<file path="config.mk">
export PLATFORM = sky130hd
export DESIGN_NAME = instr_fetch
export DESIGN_NICKNAME = d
export VERILOG_FILES = /design/src/rtl/instr_fetch_pkg.sv /design/src/rtl/instr_mem.sv /design/src/rtl/instr_fetch.sv
export SDC_FILE = /design/constraint.sdc
export NUM_CORES = 1
export LEC_CHECK = 0
export CORE_AREA = 2 2 116 118
export DETAILED_ROUTE_END_ITERATION = 8
export DIE_AREA = 0 0 118 120
export GPL_TIMING_DRIVEN = 0
export HOLD_SLACK_MARGIN = 0.12
export PLACE_DENSITY = 0.47
export SETUP_SLACK_MARGIN = 0.2
export SYNTH_ARGS = -nofsm -noshare
export SYNTH_HDL_FRONTEND = slang
export SYNTH_HIERARCHICAL = 1
export SYNTH_SLANG_ARGS = --single-unit
</file>
<file path="constraint.sdc">
create_clock -name clk -period 7.1 [get_ports clk]
set_input_delay 1.42 -clock clk [delete_from_list [all_inputs] [get_ports clk]]
set_output_delay 1.42 -clock clk [all_outputs]
set_load 0.01 [all_outputs]
</file>
<file path="src/rtl/instr_fetch_pkg.sv">
// Shared types and opcodes for the instruction sequencer and the processor decode.
package instr_fetch_pkg;

  typedef enum logic [1:0] {
    S_IDLE = 2'd0,
    S_LOAD = 2'd1,
    S_RUN  = 2'd2,
    S_HALT = 2'd3
  } fetch_state_t;

  localparam logic [3:0] HALT_OP = 4'hF;
  localparam logic [3:0] NOP_OP  = 4'h0;

endpackage

</file>
<file path="src/rtl/instr_mem.sv">
// Instruction store: synchronous write, asynchronous read, contents not reset.
module instr_mem #(
  parameter int DEPTH  = 16,
  parameter int ADDR_W = 4
) (
  input  logic              clk,
  input  logic              we,
  input  logic [ADDR_W-1:0] waddr,
  input  logic [3:0]        wdata,
  input  logic [ADDR_W-1:0] raddr,
  output logic [3:0]        rdata
);

  logic [3:0] mem [DEPTH];

  always_ff @(posedge clk) begin
    if (we) mem[waddr] <= wdata;
  end

  assign rdata = mem[raddr];

endmodule

</file>
<file path="src/rtl/instr_fetch.sv">
// Program sequencer: loads a program over valid/ready, then issues one opcode
// per clock to the processor, with stall, wrap-around looping and HALT.
//
// state  | meaning
// IDLE   | no load in progress; program (if any) ready to start
// LOAD   | accepting words at wr_ptr
// RUN    | issuing mem[pc] each unstalled cycle
// HALT   | HALT_OP reached; NOP presented until start
module instr_fetch
  import instr_fetch_pkg::*;
#(
  parameter int DEPTH  = 16,
  parameter int ADDR_W = 4
) (
  input  logic              clk,
  input  logic              rst_n,
  input  logic              clear,
  input  logic              load_valid,
  input  logic [3:0]        load_data,
  input  logic              load_last,
  output logic              load_ready,
  input  logic              start,
  input  logic              stall,
  output logic [3:0]        instruction,
  output logic              instr_valid,
  output logic [ADDR_W-1:0] pc,
  output logic              halted
);

  localparam int PTR_W = ADDR_W + 1;

  fetch_state_t      state, state_nxt;
  logic [PTR_W-1:0]  wr_ptr, wr_ptr_nxt;
  logic [PTR_W-1:0]  prog_len, prog_len_nxt;
  logic [ADDR_W-1:0] pc_nxt;
  logic [3:0]        instr_nxt;
  logic              valid_nxt;
  logic              we;
  logic [ADDR_W-1:0] waddr;
  logic [3:0]        rdata;
  logic              accept;
  logic              last_word;

  instr_mem #(.DEPTH(DEPTH), .ADDR_W(ADDR_W)) u_mem (
    .clk   (clk),
    .we    (we),
    .waddr (waddr),
    .wdata (load_data),
    .raddr (pc),
    .rdata (rdata)
  );

  // wr_ptr carries one extra bit so that "full" (== DEPTH) is representable
  assign load_ready = ((state == S_IDLE) || (state == S_LOAD)) && !wr_ptr[ADDR_W];
  assign accept     = load_valid && load_ready;
  assign halted     = (state == S_HALT);
  assign last_word  = ({1'b0, pc} == (prog_len - 1'b1));

  always_ff @(posedge clk) begin
    if (!rst_n) begin
      state       <= S_IDLE;
      pc          <= '0;
      wr_ptr      <= '0;
      prog_len    <= '0;
      instruction <= NOP_OP;
      instr_valid <= 1'b0;
    end else begin
      state       <= state_nxt;
      pc          <= pc_nxt;
      wr_ptr      <= wr_ptr_nxt;
      prog_len    <= prog_len_nxt;
      instruction <= instr_nxt;
      instr_valid <= valid_nxt;
    end
  end

  always_comb begin
    state_nxt    = state;
    pc_nxt       = pc;
    wr_ptr_nxt   = wr_ptr;
    prog_len_nxt = prog_len;
    instr_nxt    = instruction;
    valid_nxt    = instr_valid;
    we           = 1'b0;
    waddr        = wr_ptr[ADDR_W-1:0];

    if (clear) begin
      state_nxt    = S_IDLE;
      pc_nxt       = '0;
      wr_ptr_nxt   = '0;
      prog_len_nxt = '0;
      instr_nxt    = NOP_OP;
      valid_nxt    = 1'b0;
    end else if (start && (((state == S_IDLE) && (prog_len != '0)) || (state == S_HALT))) begin
      state_nxt = S_RUN;
      pc_nxt    = '0;
      instr_nxt = NOP_OP;
      valid_nxt = 1'b0;
    end else begin
      unique case (state)
        S_IDLE: begin
          // a load from IDLE always starts a fresh program at address 0
          if (accept) begin
            we    = 1'b1;
            waddr = '0;
            if (load_last) begin
              prog_len_nxt = PTR_W'(1);
              wr_ptr_nxt   = '0;
            end else begin
              prog_len_nxt = '0;
              wr_ptr_nxt   = PTR_W'(1);
              state_nxt    = S_LOAD;
            end
          end
        end
        S_LOAD: begin
          if (accept) begin
            we = 1'b1;
            if (load_last) begin
              prog_len_nxt = wr_ptr + 1'b1;
              wr_ptr_nxt   = '0;
              state_nxt    = S_IDLE;
            end else begin
              wr_ptr_nxt = wr_ptr + 1'b1;
            end
          end else if (wr_ptr[ADDR_W] && load_last && !load_valid) begin
            prog_len_nxt = PTR_W'(DEPTH);
            wr_ptr_nxt   = '0;
            state_nxt    = S_IDLE;
          end
        end
        S_RUN: begin
          if (!stall) begin
            if (rdata != HALT_OP) begin
              instr_nxt = rdata;
              valid_nxt = 1'b1;
              pc_nxt    = last_word ? '0 : pc + 1'b1;
            end else begin
              instr_nxt = NOP_OP;
              valid_nxt = 1'b0;
              state_nxt = S_HALT;
            end
          end
        end
        S_HALT: begin
          instr_nxt = NOP_OP;
          valid_nxt = 1'b0;
        end
        default: state_nxt = S_IDLE;
      endcase
    end
  end

endmodule

</file>
==> metrics.md <==
| Metric | Value |
|---|---|
| Mapped Area | `approximately 3800 sq um` |
| Gpl congestion | `0.7690` |
| CTS Sinks | `85` |
| All-Layer GR Usage | `approximately an eighth` |
| Antenna Cells | `0` |
| CP Capture Type | `flop` |
| Post-synth cell types | `between 40 and 50` |
| RSZ-0062 raised after global routing | `false` |
| Wire per inst | `between 15 and 20 um` |
| Largest net degree at the start of global routing | `17` |
| Hold Crit Depth | `2` |
| Slew @ Worst Pin | `~0.76 ns` |
| Num CTS Buffers | `9` |
| Critical path class | `primary input to flop` |
| Clock Latency Late Sink | `roughly 0.34 ns` |
| Drt via density | `just under 5` |
| Cell count after synthesis | `about 270` |
| Post-layout util | `34.91%` |
| Worst vdd ir | `about 110 uV` |
| Synth warn | `6` |
| Crit path DAT | `approximately 4.0 ns` |
| Status | `completed` |
| Post-Layout Cell Count | `approximately 480` |
| R2R cell count | `11` |
| Detail Route Antenna Nets | `0` |
| Post-Route Setup TNS | `0 ns` |
| Starting DRT DRC Count | `135` |
| Placed cells | `approximately 460` |
| Power per cell area | `230.8 nW/um^2` |
| Num rows | `42` |
| Max-slew violations | `0` |
| Max Cap Viol | `0` |
| Vias post-DR | `about 2.3k` |
| Clock Path Buffers | `2` |
| Initial Util | `between 20% and 30%` |
| CTS Hold Bufs | `0` |
| Worst EP required | `about 7.1 ns` |
| DR WL met2 | `roughly 3.9 mm` |
| Final nets | `between 300 and 400` |
| Area growth syn-to-layout | `19.11%` |
| Vias in the first global route | `2285` |
| Initial antenna violation count | `0` |
| Static Leak | `1.436 nW` |
| H-tree levels | `3` |
| Top_reg_cell synth | `edfxtp_1` |
| PortBufs | `21` |
| P_int | `around 0.83 mW` |
| Die width | `between 100 and 150 um` |
| Total congestion overflow | `0` |
| Drt pass-1 iters | `6` |
| TritonCTS clock tree | `yes` |
| R2R Setup Slk | `3.84 ns` |
| Final wirelength | `between 8 and 9 mm` |
| Seq/Total Area, Yosys | `~62%` |
| Period utilization | `56.11%` |
| Syn Area/Cell | `around 14 sq um` |
| Post-Synth Adder-Cell Area | `under 10%` |
| M1 WL | `roughly 3.6 mm` |
| DIE AREA | `about 14000 sq um` |
| Switching power | `about 0.22 mW` |
| Seq pwr share | `roughly half` |
| Ports | `22` |
| First-pass GRT wire length | `about 13 mm` |
| Comb power frac | `under 10%` |
| Fin Clk Skew | `roughly 0.0077 ns` |
| DR WL met3 | `414 um` |
| Post-route DRC | `0` |
| Post-synthesis mux area share | `about 11%` |
| Seq cells post-synth | `85` |
| Crit path launch type | `primary input` |
| Synth Area in Compound Gates | `7.103%` |
| Layout cell share with drive strength beyond 1 | `approximately an eighth` |
| Core Region | `roughly 13000 sq um` |
| Worst min path class | `flop to flop` |
| Fmax | `~0.25 GHz` |
| Net Count, Synth | `between 200 and 300` |
| Cts repair resizes | `0` |
| Highest routed layer | `met4` |
| Final Hold Fails | `0` |
| Tmin final | `between 3 and 4 ns` |
| Switching Fraction | `a little over a fifth` |
| Post-DP HPWL | `~5.7 mm` |
| Setup Viol. Count Final | `0` |
| Simple logic cell fraction of the synthesized area | `13.78%` |
| Die Y | `around 120 um` |
| Clock-pin slew on the worst setup and hold paths | `0.06 ns` |
| Normalized max-slew margin | `approximately half` |
| FFs w/ async S/R, synth | `0%` |
| Postcts setup bufs | `0` |
| Critical-path maximum fanout | `6` |
| Post-synth EDFFs | `64` |
| Largest family of logic cells by synthesized area | `simple AND/OR/NAND/NOR gates` |
| XOR/XNOR Fraction of Synth Area | `roughly 2.5%` |
| Clock root buffer | `clkbuf_16` |
| Clock network power share | `between 40% and 50%` |
[worst max-delay path, cell delays in order]
cell             delay [ns]
clkdlybuf4s50_1        0.54
nand2_1                0.17
nor4_1                 0.56
nor2b_1                0.23
or3b_2                 0.55
nor3_1                 0.50
[layer usage]
layer	track usage, %	up-vias
li1	-	1108
met1	15.33	1151
met2	20.06	46
met3	4.230	12
met4	4.066	0
met5	0	-
[path summary, 6_finish.rpt]
check | startpoint | end
setup / recovery | load_valid | u_mem/mem[0][3]$_DFFE_PP_
hold / removal | instr_valid$_SDFFE_PP0P_ | instr_valid$_SDFFE_PP0P_
hold reg to reg | instr_valid$_SDFFE_PP0P_ | instr_valid$_SDFFE_PP0P_
setup reg to reg | pc[1]$_SDFFE_PP0P_ | pc[3]$_SDFFE_PP0P_
[synthesized netlist by cell type (all sizes together), types with 4 or more instances]
cell type	instances	area (sq um)
edfxtp	64	1922
nor2	26	100.1
dfxtp	21	420.4
mux4	16	412.9
nand3	15	75.07
nor3	15	85.08
nand2	12	45.04
nor2b	12	75.07
o21ai	11	62.56
a21oi	8	51.30
a22oi	8	60.06
buf	7	62.56
xor2	6	52.55
inv	5	18.77
xnor2	5	43.79
ha	4	50.05
nand2b	4	25.02
[kinds of logic (layout without fill, tap and decap cells)]
family / after synthesis / after routing
AOI/OAI and AO/OA: 37 / 37
xor gates and xnor gates: 11 / 11
adders and majority gates: 4 / 4
buffers and inverters: 14 / 50
DFF: 85 / 85
muxes: 18 / 18
and+or+nand+nor: 98 / 98
[registers in the layout (all words and copies together), names as in the netlist]
signal / count
u_mem/mem: 64
prog_len: 5
wr_ptr: 5
instruction: 4
pc: 4
state: 2
instr_valid: 1
[power by group through the flow]
stage               combinational, mW  clock, mW  sequential [mW]
detailed placement             0.0411          0            0.548
global route                   0.0452      0.504            0.537
finish                         0.0405      0.468            0.537
CTS                            0.0413      0.482            0.537
floorplan                      0.0223          0            0.547
global placement               0.0405          0            0.548
[stage by stage]
stage,setup slack (ns),power (mW),hold slack (ns),cell area (sq um)
finish,3.116,1.046,0.4892,4532
global route,2.950,1.086,0.5243,4532
CTS,3.162,1.061,0.4986,4532
detailed placement,2.798,0.5889,0.4814,4235
global placement,2.829,0.5883,0.4816,4235
floorplan,3.784,0.5697,0.4619,3805
[layout make-up]
cell class	count	area [sq um]
sequential	85	2342
clock inverter	6	71.32
tap	176	220.2
clock buffer	9	225.2
timing repair buffer	21	210.2
multi-input combinational	168	1374
inverter	5	18.77
fill	1261	8448
buffer	9	70.07
[cells in the final DEF (no fill, tap or decap), drive strengths merged, types with 2 or more instances in the layout]
cell | netlist | routed
nand2 | 12 | 12
o21ai | 11 | 11
nand3 | 15 | 15
xor2 | 6 | 6
ha | 4 | 4
nand3b | 3 | 3
nand2b | 4 | 4
xnor2 | 5 | 5
clkbuf | 2 | 11
buf | 7 | 7
nand4b | 2 | 2
inv | 5 | 8
nor3 | 15 | 15
nor2 | 26 | 26
mux2i | 2 | 2
clkdlybuf4s50 | 0 | 21
edfxtp | 64 | 64
a211oi | 3 | 3
a22oi | 8 | 8
dfxtp | 21 | 21
a21oi | 8 | 8
nand4 | 3 | 3
mux4 | 16 | 16
nor2b | 12 | 12
(Power assumes the default switching activity.)
